--- src/rtl/gpu_rect_fill.sv ---
// Rectangle-fill rasterizer: latches two corners and a colour on start, then
// walks the inclusive rectangle in row-major order at one pixel per clock.
module gpu_rect_fill #(
    parameter int WIDTH_BITS   = 10,
    parameter int HEIGHT_BITS  = 9,
    parameter int CHANNEL_BITS = 8
) (
    input  logic                    clk,
    input  logic                    n_rst,
    input  logic [WIDTH_BITS-1:0]   x1_i,
    input  logic [HEIGHT_BITS-1:0]  y1_i,
    input  logic [WIDTH_BITS-1:0]   x2_i,
    input  logic [HEIGHT_BITS-1:0]  y2_i,
    input  logic [CHANNEL_BITS-1:0] r_i,
    input  logic [CHANNEL_BITS-1:0] g_i,
    input  logic [CHANNEL_BITS-1:0] b_i,
    input  logic                    start_i,
    output logic [WIDTH_BITS-1:0]   x_o,
    output logic [HEIGHT_BITS-1:0]  y_o,
    output logic [CHANNEL_BITS-1:0] r_o,
    output logic [CHANNEL_BITS-1:0] g_o,
    output logic [CHANNEL_BITS-1:0] b_o,
    output logic                    busy_o,
    output logic                    done_o
);

    typedef enum logic [1:0] {
        ST_IDLE,
        ST_FILL,
        ST_DONE
    } state_t;

    localparam logic [WIDTH_BITS-1:0]  X_ONE = 1;
    localparam logic [HEIGHT_BITS-1:0] Y_ONE = 1;

    state_t                  r_state;
    logic [WIDTH_BITS-1:0]   r_xmin;
    logic [WIDTH_BITS-1:0]   r_xmax;
    logic [HEIGHT_BITS-1:0]  r_ymax;

    logic [WIDTH_BITS-1:0]   w_xmin;
    logic [WIDTH_BITS-1:0]   w_xmax;
    logic [HEIGHT_BITS-1:0]  w_ymin;
    logic [HEIGHT_BITS-1:0]  w_ymax;

    // Corner ordering lets callers supply the rectangle in any orientation.
    assign w_xmin = (x1_i < x2_i) ? x1_i : x2_i;
    assign w_xmax = (x1_i < x2_i) ? x2_i : x1_i;
    assign w_ymin = (y1_i < y2_i) ? y1_i : y2_i;
    assign w_ymax = (y1_i < y2_i) ? y2_i : y1_i;

    // NOTE: all state and outputs live in one clocked block with non-blocking
    // assignments, so every output is a flop and reads see pre-edge values.
    always_ff @(posedge clk or posedge n_rst) begin
        if (n_rst) begin
            r_state <= ST_IDLE;
            r_xmin  <= '0;
            r_xmax  <= '0;
            r_ymax  <= '0;
            x_o     <= '0;
            y_o     <= '0;
            r_o     <= '0;
            g_o     <= '0;
            b_o     <= '0;
            busy_o  <= 1'b0;
            done_o  <= 1'b0;
        end else begin
            case (r_state)
                ST_IDLE: begin
                    done_o <= 1'b0;
                    if (start_i) begin
                        r_xmin  <= w_xmin;
                        r_xmax  <= w_xmax;
                        r_ymax  <= w_ymax;
                        x_o     <= w_xmin;
                        y_o     <= w_ymin;
                        r_o     <= r_i;
                        g_o     <= g_i;
                        b_o     <= b_i;
                        busy_o  <= 1'b1;
                        r_state <= ST_FILL;
                    end
                end
                ST_FILL: begin
                    // Compare before incrementing so a row ending at the
                    // largest coordinate never wraps.
                    if (x_o < r_xmax) begin
                        x_o <= x_o + X_ONE;
                    end else if (y_o < r_ymax) begin
                        x_o <= r_xmin;
                        y_o <= y_o + Y_ONE;
                    end else begin
                        busy_o  <= 1'b0;
                        done_o  <= 1'b1;
                        r_state <= ST_DONE;
                    end
                end
                ST_DONE: begin
                    done_o  <= 1'b0;
                    r_state <= ST_IDLE;
                end
                default: begin
                    busy_o  <= 1'b0;
                    done_o  <= 1'b0;
                    r_state <= ST_IDLE;
                end
            endcase
        end
    end

endmodule

--- config.mk ---
export PLATFORM = sky130hd
export DESIGN_NAME = gpu_rect_fill
export DESIGN_NICKNAME = d
export VERILOG_FILES = /design/src/rtl/gpu_rect_fill.sv
export SDC_FILE = /design/constraint.sdc
export NUM_CORES = 1
export LEC_CHECK = 0
export CELL_PAD_IN_SITES_DETAIL_PLACEMENT = 1
export CELL_PAD_IN_SITES_GLOBAL_PLACEMENT = 1
export CORE_MARGIN = 2
export CORE_UTILIZATION = 37
export DETAILED_ROUTE_END_ITERATION = 7
export HOLD_SLACK_MARGIN = 0.15
export PLACE_DENSITY = 0.82
export SYNTH_ARGS = -nofsm -noshare
export SYNTH_HDL_FRONTEND = slang
export SYNTH_SLANG_ARGS = --single-unit
--- constraint.sdc ---
create_clock -name clk -period 3.4 [get_ports clk]
set_clock_uncertainty 0.15 [all_clocks]
set_input_delay 1.02 -clock clk [delete_from_list [all_inputs] [get_ports clk]]
set_output_delay 1.02 -clock clk [all_outputs]
set_load 0.01 [all_outputs]
==> flow_summary.json, run 1 <==
{
  "setup_viol": 0,
  "fin_cells": 869,
  "worstPathArrival_ns": 3.25,
  "final-hold-violation-count": 0,
  "grt_busiest_layer": "met2",
  "cp_max_fo": 7,
  "htreeDepth": 3,
  "outcome": "complete, no violations",
  "grt_pass1_wl_um": 26470,
  "cts_hold_buf": 0,
  "core_area_um2": 12620,
  "yosysSeqAreaShare_pct": 39.81,
  "num_antenna_cells": 0,
  "pwr-share-seq_pct": 30.1,
  "routed_wirelength_um": 15790,
  "cts_sinks": 76,
  "synth.area.top_cells": "dfrtp_1 (40%), nand2_1 (9.8%), ha_1 (9.4%)",
  "p_comb_share_pct": 53.6,
  "internal_power_mw": 3.322,
  "dr.pass1.iters": 4,
  "ys_async_sr_fraction_pct": 100.0,
  "die_w_um": 117.6,
  "hold_path.class": "reg2reg",
  "final_core_util_pct": 51.39,
  "power_density_nw_per_um2": 914.9,
  "ff2ff_setup_slack_ns": 0.64,
  "drv_cap": 0,
  "criticalPathCategory": "in2reg",
  "fmax_mhz": 314.0,
  "ff2ff_path_depth": 8,
  "overflow": 0,
  "crit_required_ns": 3.47,
  "slew_headroom_pct": 44.93,
  "min_to": "b_o[4]",
  "synth_fp_nets": 674,
  "synth_ff_type": "dfrtp_1",
  "p_sw_share_pct": 44.01,
  "min_from": "b_o[4]",
  "clkPwrFrac_pct": 16.3,
  "synth_cells": 573,
  "ant_nets": 0,
  "grt_pass1_vias": 5146,
  "syn_to_final_growth_pct": 35.75,
  "finalCritPeriodShare_pct": 93.66,
  "cts_resized": 0,
  "synth_top_area_share_pct": 39.81,
  "placed_area_um2": 6191,
  "min_delay_path_depth": 2,
  "crit_top_cell": "buf_4",
  "r2r_start": "x_o[8]",
  "ctsLongestPathBuffers": 2,
  "rsz0062_at_grt": "false",
  "timing.rr.end": "x_o[9]",
  "slowest_delay_ns": 0.48,
  "worstSetupStartpointType": "input port",
  "dp_cells": 853,
  "cts_tree": "built",
  "fin_area_um2": 6485,
  "vias": 4710,
  "ys_ff_latch": 76,
  "wl_per_cell_um": 18.17,
  "dieArea_um2": 13840,
  "cpMaxStageDelayCell": "clkdlybuf4s50_1",
  "track_usage_pct": 23.57,
  "synth_warnings": 0,
  "fin_crit_ns": 3.185,
  "insertion_delay_ns": 0.34,
  "synthesis.area_um2": 4777,
  "critPathCaptureType": "flop",
  "synth_largest_area_cell": "dfrtp_1",
  "drtIter0Drc": 258,
  "fin_nets": 793,
  "gp_congestion": 0.8711,
  "cts_root_buf": "clkbuf_16",
  "post-dp-hpwl_um": 11980,
  "antenna_found_initial": 0,
  "power_leakage_nw": 2.956,
  "cts-buffers-inserted": 9,
  "synth_cell_types": 57,
  "clk_pin_slew_ns": 0.06,
  "port-buffer-count": 109,
  "worst_pin_slew_ns": 0.8241,
  "peakVddDrop_mv": 0.3486,
  "dieHeight_um": 117.6,
  "synth-edff-count": 0,
  "cts_setup_buffers": 0,
  "grt_use_met3_pct": 4.021,
  "layout-drive-gt1-share_pct": 7.747,
  "core.rowCount": 41,
  "initial_utilization_pct": 37.85,
  "syn_area_per_cell_um2": 8.337,
  "grt_max_degree": 77,
  "drc": 0,
  "globalRouteMet1Util_pct": 28.30,
  "avgViaCountPerCell": 5.420,
  "switchingPower_mw": 2.611,
  "ioPinCount": 110,
  "crit_chain": "clkdlybuf4s50_1 > inv_1 > ha_1 > nand4_1 > buf_4 > nand2b_1 > buf_4 > and3_1 > o21ai_0 > a31oi_1",
  "final_max_slew_viol_count": 0,
  "gr-usage-met2_pct": 42.26
}
-- power by group through the flow --
stage               sequential (mW)  combinational (mW)  clock, mW
floorplan                      1.78                1.82          0
global placement               1.77                3.00          0
detailed placement             1.80                3.15          0
CTS                            1.79                3.19      0.981
global route                   1.84                3.52       1.02
finish                         1.79                3.18      0.967
-- metal layers --
layer | vias up | share of wire, %
met3 | 26 | 3.6
met1 | 2336 | 43
met2 | 106 | 51
li1 | 2242 | -
met5 | - | 0
met4 | 0 | 2.4
-- cells by family after synthesis --
family	count (synthesis)	synth area share [%]
xor gates and xnor gates	8	1.467
buffers and inverters	69	5.684
AOI/OAI and AO/OA	141	18.15
DFF	76	39.81
muxes	18	3.902
adders and majority gates	36	9.429
and+or+nand+nor	225	21.56
-- sequential cells by signal, indices dropped and copies added (netlist names) --
register / flops
r_o: 8
r_ymax: 9
b_o: 8
busy_o: 1
r_xmax: 10
r_state: 2
x_o: 10
g_o: 8
done_o: 1
r_xmin: 10
y_o: 9
-- worst max-delay path, delay by kind of cell --
family	cells	cell delay, ns
buf+inv	4	0.93
simple gates	3	0.60
compound gates	2	0.40
fa+ha+maj	1	0.29
-- area by class of cell --
| class | count | area, um2 |
|---|---|---|
| fill | 1517 | 6135 |
| multi-input combinational | 428 | 2609 |
| sequential | 76 | 1902 |
| timing repair buffer | 134 | 1304 |
| clock buffer | 10 | 229.0 |
| tap | 172 | 215.2 |
| inverter | 43 | 161.4 |
| clock inverter | 6 | 65.06 |
-- Yosys cell counts (3+ instances only) --
cell type	instances
inv_1	42
dfrtp_1	76
nand3_1	22
nand2b_1	5
nand2_1	125
and3_1	10
ha_1	36
nand4_1	11
o21ai_0	40
o22ai_1	3
a211oi_1	3
nor4_1	3
xor2_1	4
mux2_1	3
buf_2	4
a21oi_1	39
nor2_1	12
o21ai_1	6
mux2i_1	13
a31oi_1	17
nor3_1	24
xnor2_1	4
clkbuf_1	19
o211ai_1	9
a21o_1	4
-- stage by stage --
| stage | power [mW] | hold slack (ns) | worst slack [ns] | TNS, ns |
|---|---|---|---|---|
| 6_report | 5.933 | 0.3233 | 0.2154 | 0 |
| 5_1_grt | 6.385 | 0.3559 | 0.08108 | 0 |
| 4_1_cts | 5.962 | 0.3315 | 0.2265 | 0 |
| 3_5_place_dp | 4.951 | 0.3161 | -0.1266 | -1.290 |
| 3_3_place_gp | 4.772 | 0.3094 | -0.01960 | -0.05888 |
| 2_1_floorplan | 3.600 | 0.2922 | 0.2917 | 0 |
-- cells in the final DEF (no fill, tap or decap), drive strengths merged, types with 3 or more instances in the layout --
cell,count
nand2,126
clkdlybuf4s50,109
dfrtp,76
o21ai,46
inv,43
a21oi,40
ha,36
nor3,25
buf,25
nand3,22
a31oi,17
nor2,14
mux2i,13
nand4,11
and3,10
clkbuf,10
o211ai,9
nand2b,5
mux2,5
a21o,4
xnor2,4
xor2,4
a211oi,4
clkinv,4
o22ai,3
nor4,3
a211o,3
-- how the worst max path moves through the flow --
stage | end | slack, ns | depth (start not counted) | from
6_report | x_o[7] | 0.22 | 10 | x2_i[9]
5_1_grt | x_o[4] | 0.08 | 10 | x2_i[7]
4_1_cts | y_o[1] | 0.23 | 10 | y2_i[4]
3_5_place_dp | y_o[1] | -0.13 | 10 | y2_i[4]
3_3_place_gp | r_xmax[1] | -0.02 | 10 | x2_i[7]
2_1_floorplan | b_o[0] | 0.29 | 1 | n_rst
Power figures use the tool's default switching activity.
==> run 2, diff against run 1 <==
--- a/config.mk
+++ b/config.mk
@@ -8,10 +8,11 @@
 export CELL_PAD_IN_SITES_DETAIL_PLACEMENT = 1
 export CELL_PAD_IN_SITES_GLOBAL_PLACEMENT = 1
 export CORE_MARGIN = 2
-export CORE_UTILIZATION = 37
+export CORE_UTILIZATION = 38
+export CTS_BUF_LIST = sky130_fd_sc_hd__clkbuf_2 sky130_fd_sc_hd__clkbuf_4 sky130_fd_sc_hd__clkbuf_8
 export DETAILED_ROUTE_END_ITERATION = 7
 export HOLD_SLACK_MARGIN = 0.15
-export PLACE_DENSITY = 0.82
+export PLACE_DENSITY = 0.84
 export SYNTH_ARGS = -nofsm -noshare
 export SYNTH_HDL_FRONTEND = slang
 export SYNTH_SLANG_ARGS = --single-unit
==> flow_summary.json, run 2 (synthesis results as in run 1) <==
{
  "outcome": "complete, no violations",
  "overflow": 0,
  "gr-usage-met2_pct": 41.25,
  "avgViaCountPerCell": 5.428,
  "cpMaxStageDelayCell": "clkdlybuf4s50_1",
  "core_area_um2": 12160,
  "dieHeight_um": 116.1,
  "placed_area_um2": 6231,
  "syn_to_final_growth_pct": 34.36,
  "cts_resized": 0,
  "p_comb_share_pct": 56.5,
  "peakVddDrop_mv": 0.3884,
  "track_usage_pct": 23.98,
  "critPathCaptureType": "flop",
  "power_leakage_nw": 2.940,
  "insertion_delay_ns": 0.36,
  "clkPwrFrac_pct": 12.0,
  "crit_required_ns": 3.49,
  "gp_congestion": 0.8424,
  "worstPathArrival_ns": 3.23,
  "initial_utilization_pct": 39.28,
  "ioPinCount": 110,
  "switchingPower_mw": 2.557,
  "core.rowCount": 40,
  "fin_cells": 871,
  "internal_power_mw": 3.068,
  "criticalPathCategory": "in2reg",
  "antenna_found_initial": 0,
  "crit_top_cell": "a21oi_1",
  "fin_crit_ns": 3.148,
  "slowest_delay_ns": 0.49,
  "cts_sinks": 76,
  "dr.pass1.iters": 4,
  "fin_setup_tns_ns": 0,
  "drc": 0,
  "finalCritPeriodShare_pct": 92.58,
  "cts-buffers-inserted": 9,
  "holdWs_ns": 0.3322,
  "drtIter0Drc": 194,
  "layout_common_cells": "nand2_1 (125), clkdlybuf4s50_1 (109), dfrtp_1 (76)",
  "ff2ff_setup_slack_ns": 0.73,
  "fin_area_um2": 6419,
  "cts_tree": "built",
  "ctsLongestPathBuffers": 2,
  "dieArea_um2": 13480,
  "final_common_cell": "nand2_1",
  "timing.rr.end": "done_o",
  "worstSetupStartpointType": "input port",
  "routed_wirelength_um": 15380,
  "num_antenna_cells": 0,
  "min_from": "r_o[2]",
  "clk_pin_slew_ns": 0.08,
  "cts_setup_buffers": 0,
  "grt_pass1_wl_um": 25410,
  "cts_hold_buf": 0,
  "crit_buf_inv": 3,
  "min_delay_path_depth": 2,
  "drv_cap": 0,
  "vias": 4728,
  "min_to": "r_o[2]",
  "p_total_mw": 5.625,
  "grt_pass1_vias": 5117,
  "layout-drive-gt1-share_pct": 8.677,
  "cp_max_fo": 7,
  "final-hold-violation-count": 0,
  "dp_cells": 855,
  "power_density_nw_per_um2": 876.3,
  "fillerInstances": 1482,
  "grt_busiest_layer": "met2",
  "cts_root_buf": "clkbuf_8",
  "p_sw_share_pct": 45.46,
  "setup_ws_ns": 0.2522,
  "final_max_slew_viol_count": 0,
  "ff2ff_path_depth": 7,
  "top_regs": "r_xmax x10, r_xmin x10, x_o x10",
  "setup_viol": 0,
  "cpLargestDelayFamily": "compound AO/OA/AOI/OAI gates",
  "dp_slack_ns": -0.1079,
  "ant_nets": 0,
  "r2r_start": "x_o[3]",
  "rsz0062_at_grt": "false",
  "worst_pin_slew_ns": 0.8502,
  "die_w_um": 116.1,
  "hold_path.class": "reg2reg",
  "grt_max_degree": 77,
  "fmax_mhz": 317.7,
  "htreeDepth": 3,
  "final_core_util_pct": 52.78,
  "fin_nets": 799,
  "crit_chain": "clkdlybuf4s50_1 > inv_1 > ha_1 > a211oi_1 > o21ai_1 > a21oi_1 > buf_4 > mux2_2 > o22ai_1 > a21oi_1",
  "pwr-share-seq_pct": 31.5,
  "slew_headroom_pct": 43.18,
  "post-dp-hpwl_um": 11760,
  "wl_per_cell_um": 17.66,
  "globalRouteMet1Util_pct": 30.03,
  "grt_use_met3_pct": 5.138,
  "port-buffer-count": 109
}
==> run 2: cell types whose count changed in the layout (fill, tap and decap cells not counted), moves of 2 or more <==
cell       change
clkbuf_8      +11
buf_4          +6
clkbuf_4       +2
clkbuf_16      -9
==> run 2: final cells by class <==
cell class	count	area, um2	area share [%]
Timing Repair Buffer	140	1349	21.01
Clock buffer	13	166.4	2.593
Sequential cell	76	1902	29.63
Tap cell	168	210.2	3.275
Multi-Input combinational cell	428	2609	40.64
Clock inverter	3	21.27	0.3314
Inverter	43	161.4	2.515
==> run 2: worst max-delay path by stage <==
stage                     startpoint  endpoint  slack, ns  cells after the start
after floorplan                n_rst    b_o[0]       0.29                      1
after global placement       x2_i[7]    x_o[4]      -0.06                     10
after detailed placement     y2_i[4]    y_o[8]      -0.11                     10
after CTS                    y2_i[4]    y_o[8]       0.27                     10
after global routing         y2_i[4]    y_o[1]        0.1                     10
final                        y2_i[4]    y_o[8]       0.25                     10
==> run 2: worst min-delay path, cell delays in order, from the launching register on <==
cell and delay (ns):
dfrtp_1 0.34, nand2_1 0.05, nand2_1 0.06
==> run 2: metal layers <==
| metal | up-vias | wire [um] |
|---|---|---|
| met2 | 108 | 7693 |
| li1 | 2254 | - |
| met3 | 26 | 774 |
| met5 | - | 0 |
| met4 | 0 | 261 |
| met1 | 2340 | 6649 |
==> run 2: power by group through the flow <==
| stage | Sequential (mW) | Clock [mW] | Combinational (mW) |
|---|---|---|---|
| 4_1_cts | 1.77 | 0.691 | 3.19 |
| 3_3_place_gp | 1.75 | 0 | 2.98 |
| 6_report | 1.77 | 0.676 | 3.18 |
| 5_1_grt | 1.83 | 0.729 | 3.54 |
| 3_5_place_dp | 1.78 | 0 | 3.16 |
| 2_1_floorplan | 1.78 | 0 | 1.82 |
